### src/rtl/ov7670_stream_gen_pkg.sv
// Purpose: shared types, default timing and RGB444->RGB565 packing for the OV7670 emulator.
// Latency: n/a (types, constants and a pure function only).
// Backpressure: n/a.
package ov7670_stream_gen_pkg;

  localparam int C_IMG_COLS_DEF    = 160;
  localparam int C_IMG_ROWS_DEF    = 120;
  localparam int C_NB_IMG_PXLS_DEF = 15;
  localparam int C_NB_BUF_DEF      = 12;
  localparam int C_PCLK_HALF_DEF   = 2;
  localparam int C_VSYNC_LINES_DEF = 3;
  localparam int C_VBP_LINES_DEF   = 17;
  localparam int C_VFP_LINES_DEF   = 10;
  localparam int C_HBLANK_PCLK_DEF = 144;

  typedef enum logic [2:0] {
    ST_IDLE   = 3'd0,
    ST_VSYNC  = 3'd1,
    ST_VBP    = 3'd2,
    ST_ACTIVE = 3'd3,
    ST_VFP    = 3'd4
  } state_t;

  // RGB444 {r,g,b} -> RGB565 {R5,G6,B5}; low colour bits replicate the MSBs.
  function automatic logic [15:0] pack565(input logic [11:0] px, input logic swap);
    logic [3:0] r;
    logic [3:0] g;
    logic [3:0] b;
    r = swap ? px[3:0]  : px[11:8];
    g = px[7:4];
    b = swap ? px[11:8] : px[3:0];
    return {r, r[3], g, g[3:2], b, b[3]};
  endfunction

endpackage

### src/rtl/ov7670_stream_gen_if.sv
// Purpose: camera-pin bundle (pclk/vsync/href/d) plus frame_buffer read port (rd_addr/rd_data).
// Latency: rd_data is expected one clk after rd_addr.
// Backpressure: none; the sensor side is free-running.
interface ov7670_stream_gen_if #(
  parameter int C_NB_IMG_PXLS = 15,
  parameter int C_NB_BUF      = 12
);
  logic [C_NB_IMG_PXLS-1:0] rd_addr;
  logic [C_NB_BUF-1:0]      rd_data;
  logic                     pclk;
  logic                     vsync;
  logic                     href;
  logic [7:0]               d;

  // master: the emulator; slave: frame_buffer read port plus capture pins.
  modport master (output rd_addr, pclk, vsync, href, d, input rd_data);
  modport slave  (input rd_addr, pclk, vsync, href, d, output rd_data);
endinterface

### src/rtl/ov7670_stream_gen_pclk_gen.sv
// Purpose: divides clk into a free-running pclk and flags the clk cycle on which pclk falls.
// Latency: pclk toggles every C_PCLK_HALF clk cycles after reset release; tick is combinational.
// Backpressure: none. Ports: clk, rst (async, active-high), pclk, tick.
module ov7670_pclk_gen #(
  parameter int C_PCLK_HALF = 2
) (
  input  logic clk,
  input  logic rst,
  output logic pclk,
  output logic tick
);
  localparam int W = (C_PCLK_HALF > 1) ? $clog2(C_PCLK_HALF) : 1;

  logic [W-1:0] cnt;
  logic         wrap;

  assign wrap = (cnt == W'(C_PCLK_HALF - 1));
  // Registered updates taken on tick land on the same edge that drops pclk.
  assign tick = wrap & pclk;

  always_ff @(posedge clk or posedge rst) begin
    if (rst) begin
      cnt  <= '0;
      pclk <= 1'b0;
    end else if (wrap) begin
      cnt  <= '0;
      pclk <= ~pclk;
    end else begin
      cnt  <= cnt + 1'b1;
    end
  end
endmodule

### src/rtl/ov7670_stream_gen.sv
// Purpose: OV7670 RGB565 sensor emulator; streams a stored RGB444 image or test pattern on camera pins.
// Latency: pins change on pclk falling edges; rd_data is consumed one clk after rd_addr moves.
// Backpressure: none; en only gates frame starts. Ports: clk, rst, en, test_pattern, swap_r_b, busy, frame_done, cam (master).
module ov7670_stream_gen
  import ov7670_stream_gen_pkg::*;
#(
  parameter int C_IMG_COLS    = C_IMG_COLS_DEF,
  parameter int C_IMG_ROWS    = C_IMG_ROWS_DEF,
  parameter int C_NB_IMG_PXLS = C_NB_IMG_PXLS_DEF,
  parameter int C_NB_BUF      = C_NB_BUF_DEF,
  parameter int C_PCLK_HALF   = C_PCLK_HALF_DEF,
  parameter int C_VSYNC_LINES = C_VSYNC_LINES_DEF,
  parameter int C_VBP_LINES   = C_VBP_LINES_DEF,
  parameter int C_VFP_LINES   = C_VFP_LINES_DEF,
  parameter int C_HBLANK_PCLK = C_HBLANK_PCLK_DEF
) (
  input  logic                clk,
  input  logic                rst,
  input  logic                en,
  input  logic                test_pattern,
  input  logic                swap_r_b,
  output logic                busy,
  output logic                frame_done,
  ov7670_stream_gen_if.master cam
);
  localparam int LINE_PCLK = 2 * C_IMG_COLS + C_HBLANK_PCLK;
  localparam int MAX_LINES_A = (C_VSYNC_LINES > C_VBP_LINES) ? C_VSYNC_LINES : C_VBP_LINES;
  localparam int MAX_LINES_B = (C_IMG_ROWS > C_VFP_LINES) ? C_IMG_ROWS : C_VFP_LINES;
  localparam int MAX_LINES = (MAX_LINES_A > MAX_LINES_B) ? MAX_LINES_A : MAX_LINES_B;
  localparam int PCNT_W = $clog2(LINE_PCLK);
  localparam int LCNT_W = $clog2(MAX_LINES + 1);

  localparam logic [PCNT_W-1:0] LAST_P       = PCNT_W'(LINE_PCLK - 1);
  localparam logic [PCNT_W-1:0] ACT_P        = PCNT_W'(2 * C_IMG_COLS);
  localparam logic [LCNT_W-1:0] LAST_VSYNC_L = LCNT_W'(C_VSYNC_LINES - 1);
  localparam logic [LCNT_W-1:0] LAST_VBP_L   = LCNT_W'(C_VBP_LINES - 1);
  localparam logic [LCNT_W-1:0] LAST_ACT_L   = LCNT_W'(C_IMG_ROWS - 1);
  localparam logic [LCNT_W-1:0] LAST_VFP_L   = LCNT_W'(C_VFP_LINES - 1);

  logic                     tick;
  logic                     pclk_i;
  state_t                   state_q, state_n;
  logic [PCNT_W-1:0]        pcnt_q, pcnt_n;   // pclk period within the line
  logic [LCNT_W-1:0]        lcnt_q, lcnt_n;   // line within the current state
  logic [LCNT_W-1:0]        last_line;
  logic                     frame_end;
  logic [C_NB_BUF-1:0]      fetch;
  logic                     act_n, byte0_n, byte1_n;
  logic [3:0]               col4, row4;
  logic [11:0]              pixel;
  logic [15:0]              px565;
  logic [7:0]               d_n;
  logic [C_NB_IMG_PXLS-1:0] addr_n;
  logic                     vsync_q, href_q, frame_done_q;
  logic [7:0]               d_q, byte1_q;
  logic [C_NB_IMG_PXLS-1:0] rd_addr_q;

  ov7670_pclk_gen #(.C_PCLK_HALF(C_PCLK_HALF)) u_pclk_gen (
    .clk  (clk),
    .rst  (rst),
    .pclk (pclk_i),
    .tick (tick)
  );

  // State register: FSM and position counters only move on ticks.
  always_ff @(posedge clk or posedge rst) begin
    if (rst) begin
      state_q <= ST_IDLE;
      pcnt_q  <= '0;
      lcnt_q  <= '0;
    end else if (tick) begin
      state_q <= state_n;
      pcnt_q  <= pcnt_n;
      lcnt_q  <= lcnt_n;
    end
  end

  // Next state: position of the pclk period launched by the coming tick.
  always_comb begin : next_state
    state_n   = state_q;
    pcnt_n    = pcnt_q;
    lcnt_n    = lcnt_q;
    frame_end = 1'b0;
    last_line = '0;
    case (state_q)
      ST_VSYNC:  last_line = LAST_VSYNC_L;
      ST_VBP:    last_line = LAST_VBP_L;
      ST_ACTIVE: last_line = LAST_ACT_L;
      ST_VFP:    last_line = LAST_VFP_L;
      default:   last_line = '0;
    endcase
    if (state_q == ST_IDLE) begin
      if (en) begin
        state_n = ST_VSYNC;
        pcnt_n  = '0;
        lcnt_n  = '0;
      end
    end else if (pcnt_q != LAST_P) begin
      pcnt_n = pcnt_q + 1'b1;
    end else begin
      pcnt_n = '0;
      if (lcnt_q != last_line) begin
        lcnt_n = lcnt_q + 1'b1;
      end else begin
        lcnt_n = '0;
        case (state_q)
          ST_VSYNC:  state_n = ST_VBP;
          ST_VBP:    state_n = ST_ACTIVE;
          ST_ACTIVE: state_n = ST_VFP;
          ST_VFP: begin
            // en is only honoured here, so a dropped en lets the frame finish.
            frame_end = 1'b1;
            state_n   = en ? ST_VSYNC : ST_IDLE;
          end
          default:   state_n = ST_IDLE;
        endcase
      end
    end
  end

  assign fetch = cam.rd_data;

  // Outputs: pin values for the period being launched. Even active periods
  // carry byte0 and sample the pixel; odd ones replay the held byte1.
  always_comb begin : outputs
    act_n   = (state_n == ST_ACTIVE) && (pcnt_n < ACT_P);
    byte0_n = act_n & ~pcnt_n[0];
    byte1_n = act_n & pcnt_n[0];
    col4    = 4'(pcnt_n >> 1);
    row4    = 4'(lcnt_n);
    pixel   = test_pattern ? {col4, row4, 4'h0} : 12'(fetch);
    px565   = pack565(pixel, swap_r_b);
    d_n     = 8'h00;
    if (byte0_n) begin
      d_n = px565[15:8];
    end else if (byte1_n) begin
      d_n = byte1_q;
    end
    addr_n = rd_addr_q;
    if ((state_n == ST_VBP) && (state_q != ST_VBP)) begin
      addr_n = '0;
    end else if (byte1_n) begin
      // Advancing on byte1 leaves a full byte period for the read to return.
      addr_n = rd_addr_q + 1'b1;
    end
  end

  always_ff @(posedge clk or posedge rst) begin
    if (rst) begin
      vsync_q      <= 1'b0;
      href_q       <= 1'b0;
      d_q          <= 8'h00;
      byte1_q      <= 8'h00;
      rd_addr_q    <= '0;
      frame_done_q <= 1'b0;
    end else begin
      frame_done_q <= tick & frame_end;
      if (tick) begin
        vsync_q   <= (state_n == ST_VSYNC);
        href_q    <= act_n;
        d_q       <= d_n;
        rd_addr_q <= addr_n;
        if (byte0_n) begin
          byte1_q <= px565[7:0];
        end
      end
    end
  end

  assign cam.pclk    = pclk_i;
  assign cam.vsync   = vsync_q;
  assign cam.href    = href_q;
  assign cam.d       = d_q;
  assign cam.rd_addr = rd_addr_q;
  assign busy        = (state_q != ST_IDLE);
  assign frame_done  = frame_done_q;
endmodule

### src/flat_wrapper.sv
// flat-port wrapper written by rule: the top's interface ports become plain ports
module ov7670_stream_gen_flat import ov7670_stream_gen_pkg::*;
#(
  parameter int C_IMG_COLS    = C_IMG_COLS_DEF,
  parameter int C_IMG_ROWS    = C_IMG_ROWS_DEF,
  parameter int C_NB_IMG_PXLS = C_NB_IMG_PXLS_DEF,
  parameter int C_NB_BUF      = C_NB_BUF_DEF,
  parameter int C_PCLK_HALF   = C_PCLK_HALF_DEF,
  parameter int C_VSYNC_LINES = C_VSYNC_LINES_DEF,
  parameter int C_VBP_LINES   = C_VBP_LINES_DEF,
  parameter int C_VFP_LINES   = C_VFP_LINES_DEF,
  parameter int C_HBLANK_PCLK = C_HBLANK_PCLK_DEF
)
  (clk, rst, en, test_pattern, swap_r_b, busy, frame_done, cam_rd_addr, cam_pclk, cam_vsync, cam_href, cam_d, cam_rd_data);
  ov7670_stream_gen_if #(.C_NB_IMG_PXLS(C_NB_IMG_PXLS), .C_NB_BUF(C_NB_BUF)) cam_i ();
  input  logic clk;
  input  logic rst;
  input  logic en;
  input  logic test_pattern;
  input  logic swap_r_b;
  output logic busy;
  output logic frame_done;
  output wire logic [$bits(cam_i.rd_addr)-1:0] cam_rd_addr;
  output wire logic [$bits(cam_i.pclk)-1:0] cam_pclk;
  output wire logic [$bits(cam_i.vsync)-1:0] cam_vsync;
  output wire logic [$bits(cam_i.href)-1:0] cam_href;
  output wire logic [$bits(cam_i.d)-1:0] cam_d;
  input wire logic [$bits(cam_i.rd_data)-1:0] cam_rd_data;
  assign cam_rd_addr = cam_i.rd_addr;
  assign cam_pclk = cam_i.pclk;
  assign cam_vsync = cam_i.vsync;
  assign cam_href = cam_i.href;
  assign cam_d = cam_i.d;
  assign cam_i.rd_data = cam_rd_data;
  ov7670_stream_gen #(.C_IMG_COLS(C_IMG_COLS), .C_IMG_ROWS(C_IMG_ROWS), .C_NB_IMG_PXLS(C_NB_IMG_PXLS), .C_NB_BUF(C_NB_BUF), .C_PCLK_HALF(C_PCLK_HALF), .C_VSYNC_LINES(C_VSYNC_LINES), .C_VBP_LINES(C_VBP_LINES), .C_VFP_LINES(C_VFP_LINES), .C_HBLANK_PCLK(C_HBLANK_PCLK)) u_core (.clk(clk), .rst(rst), .en(en), .test_pattern(test_pattern), .swap_r_b(swap_r_b), .busy(busy), .frame_done(frame_done), .cam(cam_i));
endmodule
### config.mk
export PLATFORM = sky130hd
export DESIGN_NAME = ov7670_stream_gen_flat
export DESIGN_NICKNAME = d
export VERILOG_FILES = /design/src/rtl/ov7670_stream_gen_pkg.sv /design/src/rtl/ov7670_stream_gen_if.sv /design/src/rtl/ov7670_stream_gen_pclk_gen.sv /design/src/rtl/ov7670_stream_gen.sv /design/src/flat_wrapper.sv
export SDC_FILE = /design/constraint.sdc
export NUM_CORES = 1
export LEC_CHECK = 0
export ABC_AREA = 1
export BUFFER_PORTS_ARGS = -buffer_cell sky130_fd_sc_hd__buf_2
export CORE_ASPECT_RATIO = 1.5
export CORE_UTILIZATION = 54
export DETAILED_ROUTE_END_ITERATION = 6
export GPL_ROUTABILITY_DRIVEN = 0
export GPL_TIMING_DRIVEN = 1
export PLACE_DENSITY = 0.75
export SLEW_MARGIN = 20
export SYNTH_ARGS = -nofsm -noshare
export SYNTH_HDL_FRONTEND = slang
export SYNTH_SLANG_ARGS = --single-unit
### constraint.sdc
create_clock -name clk -period 3.2 [get_ports clk]
set_input_delay 0.64 -clock clk [delete_from_list [all_inputs] [get_ports clk]]
set_output_delay 0.64 -clock clk [all_outputs]
set_load 0.1 [all_outputs]
==> flow_summary.ini, run 1 <==
[synth]
synthesis.nets = 538
syn_area_mm2 = 0.00376
yosys_most_used_dff = dfrtp_1
yosysWarnings = 0
syn_inst = 518
synth_edf_count = 0
synthArstFlopShare = 1.00
ys_ff_latch = 54
synth.distinct_cells = 40
synth_seq_area_share = 0.359
syn_area_per_cell_um2 = 7.26

[layout]
ff_latch_area_mm2 = 0.00135
nNetsFinal = 575
fill_cells = 612
mostFrequentLayoutCells = nand2_1, inv_1, nand3_1
mostFrequentLayoutCell = nand2_1
fin_area_mm2 = 0.00410
layout-drive-gt1-share = 0.185
antenna_cells = 0
syn_to_final_growth_pct = 9.08
multi_input_area_mm2 = 0.00200

[clock_network]
clk_pin_slew_ns = 0.11
cts_tree = built
htree_levels = 2
cts_hold_buffers = 0
clock_latency_ns = 0.32
cts_buffer_depth = 2
cts_resized = 0
numCtsBuffers = 5
clkSinkCount = 54
clock-root-buffer = clkbuf_8
cts_setup_buffers = 0

[floorplanning]
die_y_um = 104
start_util = 0.568
die_x_um = 70.1
num_io_pins = 45
core_mm2 = 0.00662
fp-row-count = 36
die_area_mm2 = 0.00731

[sta]
setup_ws_ns = 0.574
rsz0062_at_grt = false
hold_viol = 0
period_share = 0.821
max_freq_mhz = 381
slew_viol_final = 0
post-route-min-period_ns = 2.63
fin_tns_setup_ns = 0
relSlewSlack = 0.642
skew_ns = 0.0102
tightest_slew_ns = 0.537
setup_violations = 0

[drt]
vias = 3504
drtIter0Drc = 237
drt_pre_antenna_iters = 5
ant_nets = 0
wl_per_cell_um = 13.9
vias_per_cell = 5.54
drc = 0
wirelength_um = 8800

[worst_setup_path]
end_kind = flop
worst_setup_path_start_kind = flop
arrival_ns = 2.88
r2r_slack_ns = 0.57
critical_path_class = flop to flop
worst-path-max-fanout = 19
worst_ep_required_time_ns = 3.45

[placed_design]
dpl_worst_slack_ns = 0.615
dp_hpwl_um = 6440
place_area_mm2 = 0.00398
port_buffers = 44

[status]
outcome = finished clean

[grt]
grt_use_total = 0.254
grt_pass1_vias = 3358
grt_start_max_net_pins = 36
antenna_found_initial = 0
overflow = 0
grt_pass1_wl_um = 15300

[power_and_ir_drop]
power_w = 0.00123
leakage_nw = 2.29
power_density_mw_per_mm2 = 300
ir_drop_v = 0.000218

[hold_path]
hold_path.class = input pin to async pin

[job]
cap_violations = 0
synthesized netlist by cell type, types with 3 or more instances:
library cell	number	area [um^2]
dfrtp_1	54	1350
inv_2	6	22.5
o211ai_1	4	30.0
nor2_4	5	56.3
nor3_1	7	35.0
o21ai_1	4	20.0
a21oi_1	14	70.1
nand3_4	5	87.6
ha_1	3	37.5
nand2_4	5	56.3
buf_6	5	56.3
o21ai_0	24	120
inv_1	63	236
nand3_1	58	290
nand3_2	5	50.1
nand2_1	149	559
nand2_2	7	43.8
nor2_2	4	25.0
clkbuf_1	6	22.5
xor2_1	13	114
nor2_8	3	60.1
nand4_1	9	56.3
nor2_1	32	120
buf_2	4	20.0
o22ai_1	11	68.8
critical path, cell delays in order (launching register included):
cell     delay (ns)
dfrtp_1        0.57
nor2_8         0.22
inv_2          0.06
nor2_4         0.15
inv_4          0.12
nand2_4        0.11
inv_2          0.08
nand3_2        0.08
nand3_1        0.07
nand2_1        0.14
nand3_4        0.11
nor2_8         0.26
nand2_4        0.21
nand2_4        0.21
nand2_1        0.07
nand2_1        0.07
logic make-up (layout without fill, tap and decap cells):
family                     count (synthesis)  after routing  synth area share
and+or+nand+nor                          295            295             0.396
buffers and inverters                     90            128             0.108
AOI/OAI and AO/OA                         60             60            0.0889
DFF                                       54             54             0.359
xor gates and xnor gates                  15             15            0.0349
adders and majority gates                  3              3           0.00998
muxes                                      1              1           0.00266
registers in the layout, summed over array words and instances (netlist names):
signal	flops
u_core.byte1_q	7
u_core.cam.d	8
u_core.cam.href	1
u_core.cam.rd_addr	15
u_core.cam.vsync	1
u_core.frame_done	1
u_core.lcnt_q	7
u_core.pcnt_q	9
u_core.state_q	3
u_core.u_pclk_gen.cnt	1
u_core.u_pclk_gen.pclk	1
path summary, 6_finish.rpt:
kind / from / endpoint / cells after the start
min in group clk: u_core.u_pclk_gen.cnt$_DFF_PP0_ / u_core.u_pclk_gen.cnt$_DFF_PP0_ / 1
hold / removal: rst / u_core.pcnt_q[4]$_DFFE_PP0P_ / 2
setup reg to reg: u_core.state_q[0]$_DFFE_PP0P_ / u_core.cam.rd_addr[6]$_DFFE_PP0P_ / 15
max in group asynchronous: rst / u_core.cam.rd_addr[3]$_DFFE_PP0P_ / 3
hold reg to reg: u_core.u_pclk_gen.cnt$_DFF_PP0_ / u_core.u_pclk_gen.cnt$_DFF_PP0_ / 1
setup / recovery: u_core.state_q[0]$_DFFE_PP0P_ / u_core.cam.rd_addr[6]$_DFFE_PP0P_ / 15
layer usage:
layer | vias up | track usage | wire, um
li1 | 1740 | - | -
met1 | 1643 | 0.317 | 3700
met2 | 101 | 0.441 | 4500
met3 | 20 | 0.0320 | 365
met4 | 0 | 0.100 | 234
met5 | - | 0 | 0
area by class of cell:
| cell class | count | area share |
|---|---|---|
| clock buffer | 6 | 0.0201 |
| clock inverter | 2 | 0.00946 |
| inverter | 72 | 0.0683 |
| multi-input combinational | 374 | 0.488 |
| sequential | 54 | 0.329 |
| tap | 76 | 0.0232 |
| timing repair buffer | 48 | 0.0610 |
power breakdown:
| part | internal [W] | switching, W |
|---|---|---|
| sequential | 0.000682 | 0 |
| clock | 0.000258 | 0.000247 |
| combinational | 0.0000140 | 0.0000318 |
| total | 0.000954 | 0.000278 |
through the flow:
| step | utilization | hold WS [ns] | instances |
|---|---|---|---|
| 5_1_grt | 0.619 | 0.338 | 632 |
| 3_3_place_gp | 0.601 | 0.430 | 624 |
| 2_1_floorplan | - | 0.417 | 518 |
| 3_5_place_dp | 0.601 | 0.439 | 624 |
| 4_1_cts | 0.619 | 0.318 | 632 |
| 6_report | 0.619 | 0.310 | 632 |
Note: power is estimated with default switching activity, not from simulation.
==> run 2: changes to the inputs <==
Settings changed: ABC_AREA 1 to 0, CORE_UTILIZATION 54 to 52, PLACE_DENSITY 0.75 to 0.76.
Clock period 3.2 ns to 2.4 ns, I/O delays scaled along.
==> flow_summary.ini, run 2 <==
[sta]
max_freq_mhz = 411
post-route-min-period_ns = 2.43
setup_violations = 10
slew_viol_final = 0
tightest_slew_ns = 0.511
hold_viol = 0
skew_ns = 0.00671
rsz0062_at_grt = true
period_share = 1.01
relSlewSlack = 0.659
setup_ws_ns = -0.0332

[grt]
antenna_found_initial = 0
grt_use_total = 0.281
grt_start_max_net_pins = 25
grt_pass1_wl_um = 14600
grt_pass1_vias = 3205
overflow = 0

[layout]
largest_reg_flops = 15
nNetsFinal = 484
mostFrequentLayoutCells = buf_4, dfrtp_1, buf_2
antenna_cells = 0
ff_latch_area_mm2 = 0.00136
fill_cells = 474
fin_util = 0.703
layout-drive-gt1-share = 0.328
mostFrequentLayoutCell = buf_4
syn_to_final_growth_pct = 28.1
multi_input_area_mm2 = 0.00211

[synth]
synthArstFlopShare = 1.00
ys_ff_latch = 54
synth_edf_count = 0
synthesis.nets = 400
synth_seq_area_share = 0.396
yosys.cell_count.top_type = dfrtp_1
syn_area_mm2 = 0.00341
synth_top_area_share = 0.396
synth_common_cells = dfrtp_1, nand2_1, o21ai_0
synthTopCellsByArea = dfrtp_1, nand2_1, mux2i_1
synth.distinct_cells = 67
syn_inst = 380
yosys_most_used_dff = dfrtp_1
yosysTopAreaCell = dfrtp_1
syn_area_per_cell_um2 = 8.98
yosysWarnings = 0

[drt]
wirelength_um = 9100
met2_length_um = 4880
vias_per_cell = 6.15
ant_nets = 0
topRoutingLayerUsed = met4
wl_met1_um = 3600
wl_per_cell_um = 16.9
vias = 3310
routed-wl-met3_um = 400
drt_pre_antenna_iters = 5
drtIter0Drc = 142
drc = 0

[clock_network]
clock-root-buffer = clkbuf_8
cts_buffer_depth = 2
htree_levels = 2
clock_latency_ns = 0.31
cts_hold_buffers = 0
clkSinkCount = 54
numCtsBuffers = 5
clk_pin_slew_ns = 0.09
cts_tree = built

[status]
outcome = finished, violations left
violations = setup timing

[power_and_ir_drop]
power_w = 0.00161
leakage_nw = 2.05
switching_share = 0.209
p_comb_frac = 0.047
switching_power_w = 0.000336
power_density_mw_per_mm2 = 368
ir_drop_v = 0.000250
power.share.clock = 0.388
p_int_w = 0.00127
pwr-share-seq = 0.565

[worst_setup_path]
worst_setup_path_start_kind = flop
critPathLaunch = u_core.pcnt_q[0]$_DFFE_PP0P_
r2r_slack_ns = -0.03
r2r_start = u_core.pcnt_q[0]$_DFFE_PP0P_
arrival_ns = 2.63
critical_path_class = flop to flop
end_kind = flop
worst_ep_required_time_ns = 2.60
worst-path-max-fanout = 5

[floorplanning]
core_mm2 = 0.00622
start_util = 0.549
die_x_um = 68.2
die_area_mm2 = 0.00690
die_y_um = 101
num_io_pins = 45
fp-row-count = 35

[hold_path]
hold_path.class = input pin to async pin

[placed_design]
dp_hpwl_um = 6880
port_buffers = 44

[job]
cap_violations = 0
==> run 2: changes by cell type after synthesis, sizes merged, moves of 12 or more <==
cell / before / now
nand3: 68 / 23
and3: 0 / 13
mux2i: 1 / 14
xor2: 13 / 1
inv: 72 / 5
nor2: 44 / 25
nand2: 161 / 42
==> run 2: final timing paths <==
kind	endpoint	depth (start not counted)
min in group clk	u_core.u_pclk_gen.cnt$_DFF_PP0_	1
max in group asynchronous	u_core.pcnt_q[0]$_DFFE_PP0P_	3
worst max-delay path	u_core.cam.rd_addr[0]$_DFFE_PP0P_	8
worst max register to register	u_core.cam.rd_addr[0]$_DFFE_PP0P_	8
worst min register to register	u_core.u_pclk_gen.cnt$_DFF_PP0_	1
worst min-delay path	u_core.pcnt_q[4]$_DFFE_PP0P_	2
==> run 2: cells by family after synthesis <==
logic type               after synthesis  share of synthesized area
buffers and inverters                 30                     0.0352
flip-flops                            54                      0.396
AND/OR/NAND/NOR                      163                      0.255
multiplexers                          25                     0.0773
adder cells (fa/ha/maj)                3                     0.0110
AO/OA/AOI/OAI                         97                      0.205
XOR/XNOR                               8                     0.0205
==> run 2: area by class of cell <==
type,count,share of cell area
Timing Repair Buffer,102,0.155
Clock buffer,6,0.0189
Inverter,5,0.00544
Tap cell,74,0.0212
Clock inverter,1,0.00687
Multi-Input combinational cell,296,0.482
Sequential cell,54,0.310
==> run 2: critical path, cell delays in order, from the launching register on <==
cell and delay [ns]:
dfrtp_2 0.44, ha_4 0.18, and4bb_2 0.24, o211a_1 0.22, or3_4 0.34, a32oi_4 0.37
a21o_1 0.21, nor3_2 0.07, mux2_2 0.26
==> run 2: timing repair <==
action,4_1_cts,5_1_grt
resized for setup,2,18
pin swaps,1,19
endpoints found under the setup margin,15,28
setup buffers,0,10
==> run 2: power by group through the flow <==
stage / Clock, W / Combinational [W] / Sequential (W)
after floorplan: 0 / 0.0000453 / 0.000927
after global placement: 0 / 0.0000744 / 0.000927
after detailed placement: 0 / 0.0000756 / 0.000927
after CTS: 0.000632 / 0.0000759 / 0.000909
after global routing: 0.000669 / 0.0000852 / 0.000909
final: 0.000624 / 0.0000748 / 0.000909
==> run 2: metal layers <==
layer | up-vias | GRT usage
met5 | - | 0
met1 | 1604 | 0.318
met4 | 0 | 0.106
met3 | 17 | 0.0417
met2 | 106 | 0.511
li1 | 1583 | -
==> run 2: per-stage QoR <==
step	area [um^2]	TNS [ns]	hold WS, ns	worst slack [ns]	cells
after floorplan	3540	-1.09	0.447	-0.119	380
after global routing	4370	-1.76	0.236	-0.108	538
after detailed placement	4120	-0.0110	0.473	-0.0110	522
after CTS	4230	0	0.208	0.00444	529
after global placement	4120	0	0.453	0.0533	522
final	4370	-0.254	0.187	-0.0332	538
==> run 3: changes to the inputs <==
Settings changed: CORE_UTILIZATION 52 to 54, PLACE_DENSITY 0.76 to 0.75.
Clock period 2.4 ns to 2.8 ns, I/O delays scaled along.
==> flow_summary.ini, run 3 (synthesis results as in run 2) <==
[status]
outcome = finished clean

[layout]
antenna_cells = 0
largest_reg_flops = 15
mostFrequentLayoutCells = dfrtp_1, buf_2, nand2_1
multi_input_area_mm2 = 0.00195
ff_latch_area_mm2 = 0.00135
fill_cells = 545
fin_cells = 502
layout-drive-gt1-share = 0.220
nNetsFinal = 447
syn_to_final_growth_pct = 15.4
fin_area_mm2 = 0.00394
mostFrequentLayoutCell = dfrtp_1

[clock_network]
clock-root-buffer = clkbuf_8
clkSinkCount = 54
clock_latency_ns = 0.32
clk_pin_slew_ns = 0.11
numCtsBuffers = 5
cts_tree = built
cts_hold_buffers = 0
htree_levels = 2
cts_buffer_depth = 2

[floorplanning]
fp-row-count = 35
core_mm2 = 0.00613
die_area_mm2 = 0.00665
num_io_pins = 45
start_util = 0.557
die_x_um = 66.9
die_y_um = 99.4

[worst_setup_path]
r2r_start = u_core.pcnt_q[1]$_DFFE_PP0P_
critical_path_class = flop to flop
cpMaxStageDelayCell = dfrtp_1
worst-path-max-fanout = 7
r2r-end = u_core.byte1_q[1]$_DFFE_PP0P_
r2r_cells = 8
path_delay_family = simple AND/OR/NAND/NOR gates
worst_setup_path_start_kind = flop
max_stage_delay_ns = 0.45
r2r_slack_ns = 0.14
arrival_ns = 2.87
worst_ep_required_time_ns = 3.00
worstPathCellList = ha_2 > and4bb_2 > o211a_1 > or3_1 > a32oi_2 > a21oi_2 > nand3_2 > mux2_1
end_kind = flop
critPathLaunch = u_core.pcnt_q[1]$_DFFE_PP0P_
path_buf_inv = 0

[power_and_ir_drop]
leakage_nw = 1.84
ir_drop_v = 0.000325
p_comb_frac = 0.044
power_w = 0.00148
pwr-share-seq = 0.527
switching_power_w = 0.000315
power_density_mw_per_mm2 = 375
switching_share = 0.213
power.share.clock = 0.428
p_int_w = 0.00116

[grt]
grt_pass1_vias = 2989
use_met1 = 0.359
grt_pass1_wl_um = 14400
busiest_layer = met2
overflow = 0
grtUsageMet3 = 0.0390
antenna_found_initial = 0
grt_start_max_net_pins = 31
grt_use_total = 0.284
use_met2 = 0.482

[sta]
skew_ns = 0.00890
fin_tns_setup_ns = 0
rsz0062_at_grt = false
relSlewSlack = 0.623
max_freq_mhz = 376
setup_violations = 0
post-route-min-period_ns = 2.66
hold_viol = 0
setup_ws_ns = 0.137
period_share = 0.951
tightest_slew_ns = 0.565
slew_viol_final = 0

[placed_design]
dpl_worst_slack_ns = 0.111
post-place-cells = 494
port_buffers = 44
dp_hpwl_um = 6310
place_area_mm2 = 0.00379

[drt]
ant_nets = 0
wl_per_cell_um = 17.0
wirelength_um = 8520
drtIter0Drc = 284
drc = 0
drt_pre_antenna_iters = 4
vias = 3116
vias_per_cell = 6.21

[job]
cap_violations = 0

[hold_path]
hold_path.class = input pin to async pin
[run 3: cell types whose count changed in the layout (fill, tap and decap cells not counted), moves of 2 or more]
cell	before	now
buf_4	54	20
mux2_1	0	7
mux2_4	7	0
buf_6	3	0
dfrtp_1	51	54
dfrtp_2	3	0
o21ai_0	24	27
o21ai_1	4	2
o21ai_4	2	0
or3_1	2	4
or3_4	2	0
[run 3: through the flow]
stage | util | hold slack (ns)
floorplan | - | 0.447
global placement | 0.619 | 0.456
detailed placement | 0.619 | 0.470
CTS | 0.641 | 0.300
global route | 0.643 | 0.324
finish | 0.643 | 0.283
[run 3: worst reg2reg max path, stage by stage, from the launching register on]
cell      delay (ns)
dfrtp_1         0.45
ha_2            0.24
and4bb_2        0.28
o211a_1         0.22
or3_1           0.33
a32oi_2         0.40
a21oi_2         0.08
nand3_2         0.19
mux2_1          0.35
[run 3: how the worst max path moves through the flow]
stage / endpoint / slack [ns] / cells after the start
2_1_floorplan: u_core.cam.rd_addr[14]$_DFFE_PP0P_ / 0.15 / 9
3_5_place_dp: u_core.byte1_q[1]$_DFFE_PP0P_ / 0.11 / 8
6_report: u_core.byte1_q[1]$_DFFE_PP0P_ / 0.14 / 8
3_3_place_gp: u_core.byte1_q[4]$_DFFE_PP0P_ / 0.18 / 8
4_1_cts: u_core.byte1_q[1]$_DFFE_PP0P_ / 0.09 / 8
5_1_grt: u_core.cam.rd_addr[14]$_DFFE_PP0P_ / 0.006 / 8
[run 3: layout make-up]
class / count / share of cell area
flip-flops and latches: 54 / 0.343
inverters: 5 / 0.00476
clock inverters: 3 / 0.0175
multi-input cells: 296 / 0.495
repair buffers: 65 / 0.0991
well taps: 74 / 0.0235
clock buffers: 5 / 0.0175
[run 3: timing repair]
action	in CTS	in global routing
setup buffers	0	0
resized for setup	0	2
endpoints found under the setup margin	0	14
[run 3: power by group through the flow]
stage / registers (W) / clock network, W / logic (W)
3_5_place_dp: 0.000795 / 0 / 0.0000663
6_report: 0.000779 / 0.000633 / 0.0000656
2_1_floorplan: 0.000795 / 0 / 0.0000382
5_1_grt: 0.000779 / 0.000673 / 0.0000734
4_1_cts: 0.000779 / 0.000644 / 0.0000663
3_3_place_gp: 0.000795 / 0 / 0.0000658
[run 3: routing by layer]
metal	vias up	part of all wire	wire [um]
met3	23	0.039	332
met1	1501	0.42	3550
li1	1499	-	-
met5	-	0	0
met4	0	0.028	242
met2	93	0.52	4390
